### config.mk
export PLATFORM = sky130hd
export DESIGN_NAME = sdram_rr_scheduler_flat
export DESIGN_NICKNAME = d
export VERILOG_FILES = /design/src/rtl/sdram_rr_scheduler_if.sv /design/src/rtl/sdram_rr_scheduler.sv /design/src/flat_wrapper.sv
export SDC_FILE = /design/constraint.sdc
export NUM_CORES = 1
export LEC_CHECK = 0
export ABC_CLOCK_PERIOD_IN_PS = 2610
export CORE_AREA = 3 3 127 129
export DETAILED_ROUTE_END_ITERATION = 10
export DIE_AREA = 0 0 130 132
export DONT_BUFFER_PORTS = 1
export PLACE_DENSITY_LB_ADDON = 0.25
export SYNTH_ARGS = -nofsm -noshare
export SYNTH_HDL_FRONTEND = slang
export SYNTH_SLANG_ARGS = --single-unit
export TNS_END_PERCENT = 50
### constraint.sdc
create_clock -name clk0 -period 2.61 [get_ports clk0]
set_input_delay 0.3915 -clock clk0 [delete_from_list [all_inputs] [get_ports clk0]]
set_output_delay 0.3915 -clock clk0 [all_outputs]
set_load 0.05 [all_outputs]
### src/rtl/sdram_rr_scheduler_if.sv
`default_nettype none
// +------------------------------------------------------------------+
// | sdram_rr_scheduler_if : master-side and SDRAM-side bus bundle     |
// | Rev 1.0 - initial release                                         |
// +------------------------------------------------------------------+
interface sdram_rr_scheduler_if #(
  parameter int PADD_SIZE = 24,
  parameter int CMD_SIZE  = 3,
  parameter int DATA_SIZE = 32,
  parameter int FIFO_SIZE = 8
);
  logic [2:0]           i_bus_request;
  logic                 i_sdram_busy;
  logic                 i_sdram_ack;
  logic [FIFO_SIZE-1:0] i_dma_dataout;
  logic [PADD_SIZE-1:0] i_dma_addr;
  logic [CMD_SIZE-1:0]  i_dma_cmd;
  logic [DATA_SIZE-1:0] i_dcache_dataout;
  logic [PADD_SIZE-1:0] i_dcache_addr;
  logic [CMD_SIZE-1:0]  i_dcache_cmd;
  logic [DATA_SIZE-1:0] i_icache_dataout;
  logic [PADD_SIZE-1:0] i_icache_addr;
  logic [CMD_SIZE-1:0]  i_icache_cmd;
  logic [DATA_SIZE-1:0] i_sdram_dataout;

  logic [2:0]           o_bus_grant;
  logic                 o_owner_valid;
  logic [FIFO_SIZE-1:0] o_dma_datain;
  logic [DATA_SIZE-1:0] o_dcache_datain;
  logic [DATA_SIZE-1:0] o_icache_datain;
  logic [PADD_SIZE-1:0] o_sdram_addr;
  logic [CMD_SIZE-1:0]  o_sdram_cmd;
  logic [DATA_SIZE-1:0] o_sdram_datain;

  modport slave (
    input  i_bus_request, i_sdram_busy, i_sdram_ack,
    input  i_dma_dataout, i_dma_addr, i_dma_cmd,
    input  i_dcache_dataout, i_dcache_addr, i_dcache_cmd,
    input  i_icache_dataout, i_icache_addr, i_icache_cmd,
    input  i_sdram_dataout,
    output o_bus_grant, o_owner_valid, o_dma_datain, o_dcache_datain,
    output o_icache_datain, o_sdram_addr, o_sdram_cmd, o_sdram_datain
  );

  modport master (
    output i_bus_request, i_sdram_busy, i_sdram_ack,
    output i_dma_dataout, i_dma_addr, i_dma_cmd,
    output i_dcache_dataout, i_dcache_addr, i_dcache_cmd,
    output i_icache_dataout, i_icache_addr, i_icache_cmd,
    output i_sdram_dataout,
    input  o_bus_grant, o_owner_valid, o_dma_datain, o_dcache_datain,
    input  o_icache_datain, o_sdram_addr, o_sdram_cmd, o_sdram_datain
  );
endinterface
`default_nettype wire

### src/rtl/sdram_rr_scheduler.sv
`default_nettype none
// +------------------------------------------------------------------+
// | sdram_rr_scheduler : round-robin SDRAM port arbiter (DMA/D$/I$)   |
// | Rev 1.0 - initial release                                         |
// +------------------------------------------------------------------+
module sdram_rr_scheduler #(
  parameter int PADD_SIZE = 24,
  parameter int CMD_SIZE  = 3,
  parameter int DATA_SIZE = 32,
  parameter int FIFO_SIZE = 8,
  parameter int MAX_BURST = 8
) (
  input  wire logic           clk0,
  input  wire logic           reset,
  sdram_rr_scheduler_if.slave bus
);

  localparam logic [3:0] c_MAX_BURST = 4'(MAX_BURST);

  typedef enum logic [2:0] {
    S_IDLE  = 3'b001,
    S_GRANT = 3'b010,
    S_TURN  = 3'b100
  } state_t;

  state_t     r_state, w_state_nxt;
  logic [2:0] r_grant, w_grant_nxt;
  logic [3:0] r_burst, w_burst_nxt;
  logic [1:0] r_ptr,   w_ptr_nxt;

  logic [1:0] w_ptr;
  logic [2:0] w_arb_grant;
  logic [1:0] w_own_idx;
  logic       w_own_ok;
  logic       w_own_req;
  logic       w_others;

  function automatic logic [1:0] f_wrap(input logic [2:0] v);
    return (v >= 3'd3) ? 2'(v - 3'd3) : v[1:0];
  endfunction

  assign w_ptr = (r_ptr == 2'd3) ? 2'd0 : r_ptr;

  // Scan from the far end so the candidate closest to the pointer is the last write.
  always_comb begin
    w_arb_grant = 3'b000;
    for (int i = 2; i >= 0; i--) begin
      if (bus.i_bus_request[f_wrap({1'b0, w_ptr} + 3'(i))])
        w_arb_grant = 3'b001 << f_wrap({1'b0, w_ptr} + 3'(i));
    end
  end

  always_comb begin
    case (r_grant)
      3'b010:  w_own_idx = 2'd1;
      3'b100:  w_own_idx = 2'd2;
      default: w_own_idx = 2'd0;
    endcase
  end

  assign w_own_ok  = (r_grant == 3'b001) || (r_grant == 3'b010) || (r_grant == 3'b100);
  assign w_own_req = |(bus.i_bus_request & r_grant);
  assign w_others  = |(bus.i_bus_request & ~r_grant);

  always_ff @(posedge clk0 or posedge reset) begin
    if (reset) begin
      r_state <= S_IDLE;
      r_grant <= 3'b000;
      r_burst <= 4'd0;
      r_ptr   <= 2'd1;
    end else begin
      r_state <= w_state_nxt;
      r_grant <= w_grant_nxt;
      r_burst <= w_burst_nxt;
      r_ptr   <= w_ptr_nxt;
    end
  end

  always_comb begin
    w_state_nxt = r_state;
    w_grant_nxt = r_grant;
    w_burst_nxt = r_burst;
    w_ptr_nxt   = r_ptr;
    case (r_state)
      S_IDLE, S_TURN: begin
        w_burst_nxt = 4'd0;
        if (|w_arb_grant) begin
          w_grant_nxt = w_arb_grant;
          w_state_nxt = S_GRANT;
        end else begin
          w_grant_nxt = 3'b000;
          w_state_nxt = S_IDLE;
        end
      end
      S_GRANT: begin
        if (bus.i_sdram_ack && (r_burst < c_MAX_BURST))
          w_burst_nxt = r_burst + 4'd1;
        if (!w_own_ok) begin
          w_grant_nxt = 3'b000;
          w_state_nxt = S_IDLE;
        end else if (!bus.i_sdram_busy &&
                     (!w_own_req || ((r_burst == c_MAX_BURST) && w_others))) begin
          w_grant_nxt = 3'b000;
          w_state_nxt = S_TURN;
          w_ptr_nxt   = (w_own_idx == 2'd2) ? 2'd0 : w_own_idx + 2'd1;
        end
      end
      default: begin
        w_state_nxt = S_IDLE;
        w_grant_nxt = 3'b000;
        w_burst_nxt = 4'd0;
      end
    endcase
  end

  logic [PADD_SIZE-1:0] w_addr;
  logic [CMD_SIZE-1:0]  w_cmd;
  logic [DATA_SIZE-1:0] w_wdata;
  logic [FIFO_SIZE-1:0] w_dma_rd;
  logic [DATA_SIZE-1:0] w_dc_rd;
  logic [DATA_SIZE-1:0] w_ic_rd;

  always_comb begin
    w_addr   = '0;
    w_cmd    = '0;
    w_wdata  = '0;
    w_dma_rd = '0;
    w_dc_rd  = '0;
    w_ic_rd  = '0;
    case (r_grant)
      3'b001: begin
        w_addr   = bus.i_dma_addr;
        w_cmd    = bus.i_dma_cmd;
        w_wdata  = DATA_SIZE'(bus.i_dma_dataout);
        w_dma_rd = bus.i_sdram_dataout[FIFO_SIZE-1:0];
      end
      3'b010: begin
        w_addr  = bus.i_dcache_addr;
        w_cmd   = bus.i_dcache_cmd;
        w_wdata = bus.i_dcache_dataout;
        w_dc_rd = bus.i_sdram_dataout;
      end
      3'b100: begin
        w_addr  = bus.i_icache_addr;
        w_cmd   = bus.i_icache_cmd;
        w_wdata = bus.i_icache_dataout;
        w_ic_rd = bus.i_sdram_dataout;
      end
      default: ;
    endcase
  end

  assign bus.o_bus_grant     = r_grant;
  assign bus.o_owner_valid   = |r_grant;
  assign bus.o_sdram_addr    = w_addr;
  assign bus.o_sdram_cmd     = w_cmd;
  assign bus.o_sdram_datain  = w_wdata;
  assign bus.o_dma_datain    = w_dma_rd;
  assign bus.o_dcache_datain = w_dc_rd;
  assign bus.o_icache_datain = w_ic_rd;

endmodule
`default_nettype wire
### src/flat_wrapper.sv
// flat-port wrapper written by rule: the top's interface ports become plain ports
module sdram_rr_scheduler_flat 
#(
  parameter int PADD_SIZE = 24,
  parameter int CMD_SIZE  = 3,
  parameter int DATA_SIZE = 32,
  parameter int FIFO_SIZE = 8,
  parameter int MAX_BURST = 8
)
  (clk0, reset, bus_i_bus_request, bus_i_sdram_busy, bus_i_sdram_ack, bus_i_dma_dataout, bus_i_dma_addr, bus_i_dma_cmd, bus_i_dcache_dataout, bus_i_dcache_addr, bus_i_dcache_cmd, bus_i_icache_dataout, bus_i_icache_addr, bus_i_icache_cmd, bus_i_sdram_dataout, bus_o_bus_grant, bus_o_owner_valid, bus_o_dma_datain, bus_o_dcache_datain, bus_o_icache_datain, bus_o_sdram_addr, bus_o_sdram_cmd, bus_o_sdram_datain);
  sdram_rr_scheduler_if #(.PADD_SIZE(PADD_SIZE), .CMD_SIZE(CMD_SIZE), .DATA_SIZE(DATA_SIZE), .FIFO_SIZE(FIFO_SIZE)) bus_i ();
  input  wire logic clk0;
  input  wire logic reset;
  input wire logic [$bits(bus_i.i_bus_request)-1:0] bus_i_bus_request;
  input wire logic [$bits(bus_i.i_sdram_busy)-1:0] bus_i_sdram_busy;
  input wire logic [$bits(bus_i.i_sdram_ack)-1:0] bus_i_sdram_ack;
  input wire logic [$bits(bus_i.i_dma_dataout)-1:0] bus_i_dma_dataout;
  input wire logic [$bits(bus_i.i_dma_addr)-1:0] bus_i_dma_addr;
  input wire logic [$bits(bus_i.i_dma_cmd)-1:0] bus_i_dma_cmd;
  input wire logic [$bits(bus_i.i_dcache_dataout)-1:0] bus_i_dcache_dataout;
  input wire logic [$bits(bus_i.i_dcache_addr)-1:0] bus_i_dcache_addr;
  input wire logic [$bits(bus_i.i_dcache_cmd)-1:0] bus_i_dcache_cmd;
  input wire logic [$bits(bus_i.i_icache_dataout)-1:0] bus_i_icache_dataout;
  input wire logic [$bits(bus_i.i_icache_addr)-1:0] bus_i_icache_addr;
  input wire logic [$bits(bus_i.i_icache_cmd)-1:0] bus_i_icache_cmd;
  input wire logic [$bits(bus_i.i_sdram_dataout)-1:0] bus_i_sdram_dataout;
  output wire logic [$bits(bus_i.o_bus_grant)-1:0] bus_o_bus_grant;
  output wire logic [$bits(bus_i.o_owner_valid)-1:0] bus_o_owner_valid;
  output wire logic [$bits(bus_i.o_dma_datain)-1:0] bus_o_dma_datain;
  output wire logic [$bits(bus_i.o_dcache_datain)-1:0] bus_o_dcache_datain;
  output wire logic [$bits(bus_i.o_icache_datain)-1:0] bus_o_icache_datain;
  output wire logic [$bits(bus_i.o_sdram_addr)-1:0] bus_o_sdram_addr;
  output wire logic [$bits(bus_i.o_sdram_cmd)-1:0] bus_o_sdram_cmd;
  output wire logic [$bits(bus_i.o_sdram_datain)-1:0] bus_o_sdram_datain;
  assign bus_i.i_bus_request = bus_i_bus_request;
  assign bus_i.i_sdram_busy = bus_i_sdram_busy;
  assign bus_i.i_sdram_ack = bus_i_sdram_ack;
  assign bus_i.i_dma_dataout = bus_i_dma_dataout;
  assign bus_i.i_dma_addr = bus_i_dma_addr;
  assign bus_i.i_dma_cmd = bus_i_dma_cmd;
  assign bus_i.i_dcache_dataout = bus_i_dcache_dataout;
  assign bus_i.i_dcache_addr = bus_i_dcache_addr;
  assign bus_i.i_dcache_cmd = bus_i_dcache_cmd;
  assign bus_i.i_icache_dataout = bus_i_icache_dataout;
  assign bus_i.i_icache_addr = bus_i_icache_addr;
  assign bus_i.i_icache_cmd = bus_i_icache_cmd;
  assign bus_i.i_sdram_dataout = bus_i_sdram_dataout;
  assign bus_o_bus_grant = bus_i.o_bus_grant;
  assign bus_o_owner_valid = bus_i.o_owner_valid;
  assign bus_o_dma_datain = bus_i.o_dma_datain;
  assign bus_o_dcache_datain = bus_i.o_dcache_datain;
  assign bus_o_icache_datain = bus_i.o_icache_datain;
  assign bus_o_sdram_addr = bus_i.o_sdram_addr;
  assign bus_o_sdram_cmd = bus_i.o_sdram_cmd;
  assign bus_o_sdram_datain = bus_i.o_sdram_datain;
  sdram_rr_scheduler #(.PADD_SIZE(PADD_SIZE), .CMD_SIZE(CMD_SIZE), .DATA_SIZE(DATA_SIZE), .FIFO_SIZE(FIFO_SIZE), .MAX_BURST(MAX_BURST)) u_core (.clk0(clk0), .reset(reset), .bus(bus_i));
endmodule
==> impl_metrics.py <==
metrics = {
    "floorplan": {
        "die_x_um": 130,
        "die_area_mm2": 0.0172,
        "io_pins": 327,
        "fp.dieH_um": 132,
        "floorplan.initialDensity_pct": 14.8,
        "num_rows": 45,
        "core_mm2": 0.0151,
    },
    "synthesis": {
        "synthCells": 326,
        "synth_warnings": 0,
        "syn_area_per_cell_um2": 6.87,
        "synth_nets": 524,
        "synth-simple-area-share_pct": 35.3,
        "synth_edf_count": 0,
        "muxShareOfSynthArea_pct": 2.79,
        "synthesis.area_mm2": 0.00224,
        "synth_fa_ha_area_share_pct": 3.35,
        "yosysUniqueCellTypes": 46,
        "ys_dominant_reg_cell": "dfrtp_1",
        "yosysSeqAreaShare_pct": 13.5,
        "synth_seq_cells": 12,
        "ys_async_sr_fraction_pct": 100,
        "synth_xor_area_share_pct": 1.17,
        "synth_compound_area_share_pct": 36.6,
        "synth_top_family_by_area": "compound AO/OA/AOI/OAI gates",
    },
    "worst_setup_path": {
        "r2r_slack_ns": 0.35,
        "endpoint_kind": "output port",
        "crit_required_ns": 2.22,
        "r2r_cells": 6,
        "arrival_ns": 2.05,
        "path_class": "reg2out",
        "startpoint_type": "flip-flop",
        "r2r-start": "u_core.r_ptr[0]$_DFFE_PP1P_",
        "r2r_end": "u_core.r_state[1]$_DFFE_PP0P_",
        "critPathMaxFanout": 57,
    },
    "power": {
        "leakage_nw": 2.05,
        "ir_worst_vdd_mv": 0.552,
        "power_w": 0.00717,
        "powerDensity_mw_per_mm2": 1400,
    },
    "clock_tree": {
        "cts_tree": "built",
        "cts_setup_buffers": 0,
        "cts_buffer_depth": 2,
        "cts_made_buffers": 3,
        "clock_latency_ns": 0.24,
        "h-tree-depth": 1,
        "cts_root_buf": "clkbuf_16",
        "hold_buffers": 0,
        "clk_pin_slew_ns": 0.04,
        "cts-resized-gates": 0,
        "cts.sinks": 12,
    },
    "finish": {
        "nFillCells": 1510,
        "layout_common_cells": "buf_12 (127), and2_1 (65), nand2_1 (42), a22oi_1 (35), o21ai_1 (35)",
        "layout-area-overhead-vs-synth_pct": 128,
        "layout-drive-gt1-share_pct": 36.1,
        "multi_input_area_mm2": 0.00179,
        "n_antenna_cell": 0,
        "layout.nets": 640,
        "layout_commonest_cell": "buf_12",
        "seq_area_um2": 304,
    },
    "route": {
        "wirelength_um": 13700,
        "ant_nets": 0,
        "wl_per_cell_um": 21.8,
        "via_count": 2976,
        "drc_errors": 0,
        "first_pass_iters": 5,
        "avgViaCountPerCell": 4.73,
        "first_iter_violations": 128,
    },
    "sta": {
        "hold_viol": 0,
        "min_period_over_period_pct": 93.5,
        "fmax_mhz": 410,
        "worst_slew_pin_slew_ns": 0.521,
        "rsz0062_at_grt": "false",
        "slew_viol_final": 0,
        "period_needed_ns": 2.44,
        "skew_ns": 0.00305,
        "setup_viol": 0,
        "slew_headroom_pct": 64.4,
        "hold-worst-slack_ns": 0.0573,
    },
    "run": {
        "drv_cap": 0,
    },
    "global_routing": {
        "grt-ovfl-total": 0,
        "grt_pass1_wl_um": 18900,
        "grt_max_degree": 58,
        "grt.total_usage_pct": 14.6,
        "antenna_found_initial": 2,
        "grt_pass1_vias": 2949,
    },
    "place": {
        "gp_congestion": 0.911,
        "hpwlAfterDp_um": 12000,
        "io_buffer_count": 0,
    },
    "worst_hold_path": {
        "hold_path_class": "in2async",
    },
    "run_status": {
        "status": "finished clean",
    },
}
registers in the layout (all words and copies together) (netlist names):
signal                  flops
u_core.r_ptr                2
u_core.r_burst              4
u_core.bus.o_bus_grant      3
u_core.r_state              3
metal layers:
layer / GRT usage, % / share of wire [%]
met5: 0 / 0.17
met4: 3.00 / 1.4
met3: 4.38 / 9.0
met2: 27.5 / 53
met1: 15.8 / 37
cells in the mapped netlist, types with 5 or more instances:
cell,instances,area share [%]
and2_1,65,18
o21ai_0,34,7.6
a22o_1,24,9.4
a22oi_1,35,12
ha_1,6,3.4
dfrtp_1,10,11
clkbuf_1,16,2.7
buf_2,11,2.5
inv_1,8,1.3
nand2_1,42,7.0
a21oi_1,5,1.1
and3_1,8,2.2
nor2_1,8,1.3
worst max path at each step:
| stage | start | endpoint | depth (start not counted) |
|---|---|---|---|
| finish | u_core.bus.o_bus_grant[2]$_DFFE_PP0P_ | bus_o_sdram_datain[28] | 5 |
| global route | u_core.bus.o_bus_grant[2]$_DFFE_PP0P_ | bus_o_sdram_datain[28] | 5 |
| CTS | u_core.bus.o_bus_grant[2]$_DFFE_PP0P_ | bus_o_sdram_datain[28] | 5 |
| detailed placement | u_core.r_ptr[0]$_DFFE_PP1P_ | u_core.r_state[1]$_DFFE_PP0P_ | 6 |
| global placement | u_core.r_ptr[0]$_DFFE_PP1P_ | u_core.r_state[1]$_DFFE_PP0P_ | 6 |
| floorplan | u_core.bus.o_bus_grant[2]$_DFFE_PP0P_ | bus_o_sdram_addr[5] | 5 |
report_power, final:
group	total (W)	switching, W	internal, W
clock	0.000309	0.0000784	0.000231
combinational	0.00653	0.00374	0.00280
sequential	0.000326	0.0000731	0.000253
total	0.00717	0.00389	0.00328
worst max-delay path: stages (launching register included):
cell     delay [ns]
dfrtp_1        0.46
nor2b_2        0.44
nor2b_4        0.26
buf_12         0.23
a22o_1         0.24
buf_12         0.15
logic make-up after synthesis:
group           Yosys count
fa+ha+maj                 6
compound gates          117
xor+xnor                  3
simple gates            143
mux                       6
flops                    12
buf+inv                  39
per-stage QoR:
| stage | util, % | instances | cell area (um^2) | TNS, ns | worst slack (ns) |
|---|---|---|---|---|---|
| after global placement | 33.1 | 625 | 5020 | 0 | 0.408 |
| after CTS | 33.7 | 629 | 5100 | 0 | 0.170 |
| after detailed placement | 33.1 | 625 | 5020 | 0 | 0.397 |
| after floorplan | - | 326 | 2240 | -4.07 | -0.357 |
| final | 33.7 | 629 | 5100 | 0 | 0.171 |
| after global routing | 33.7 | 629 | 5100 | 0 | 0.0455 |
area by class of cell:
| class | instances | area share [%] |
|---|---|---|
| clock buffers | 4 | 1.74 |
| inverters | 8 | 0.588 |
| multi-input cells | 275 | 35.1 |
| flip-flops and latches | 12 | 5.96 |
| well taps | 188 | 4.61 |
| repair buffers | 142 | 52.0 |
Power figures use the tool's default switching activity.
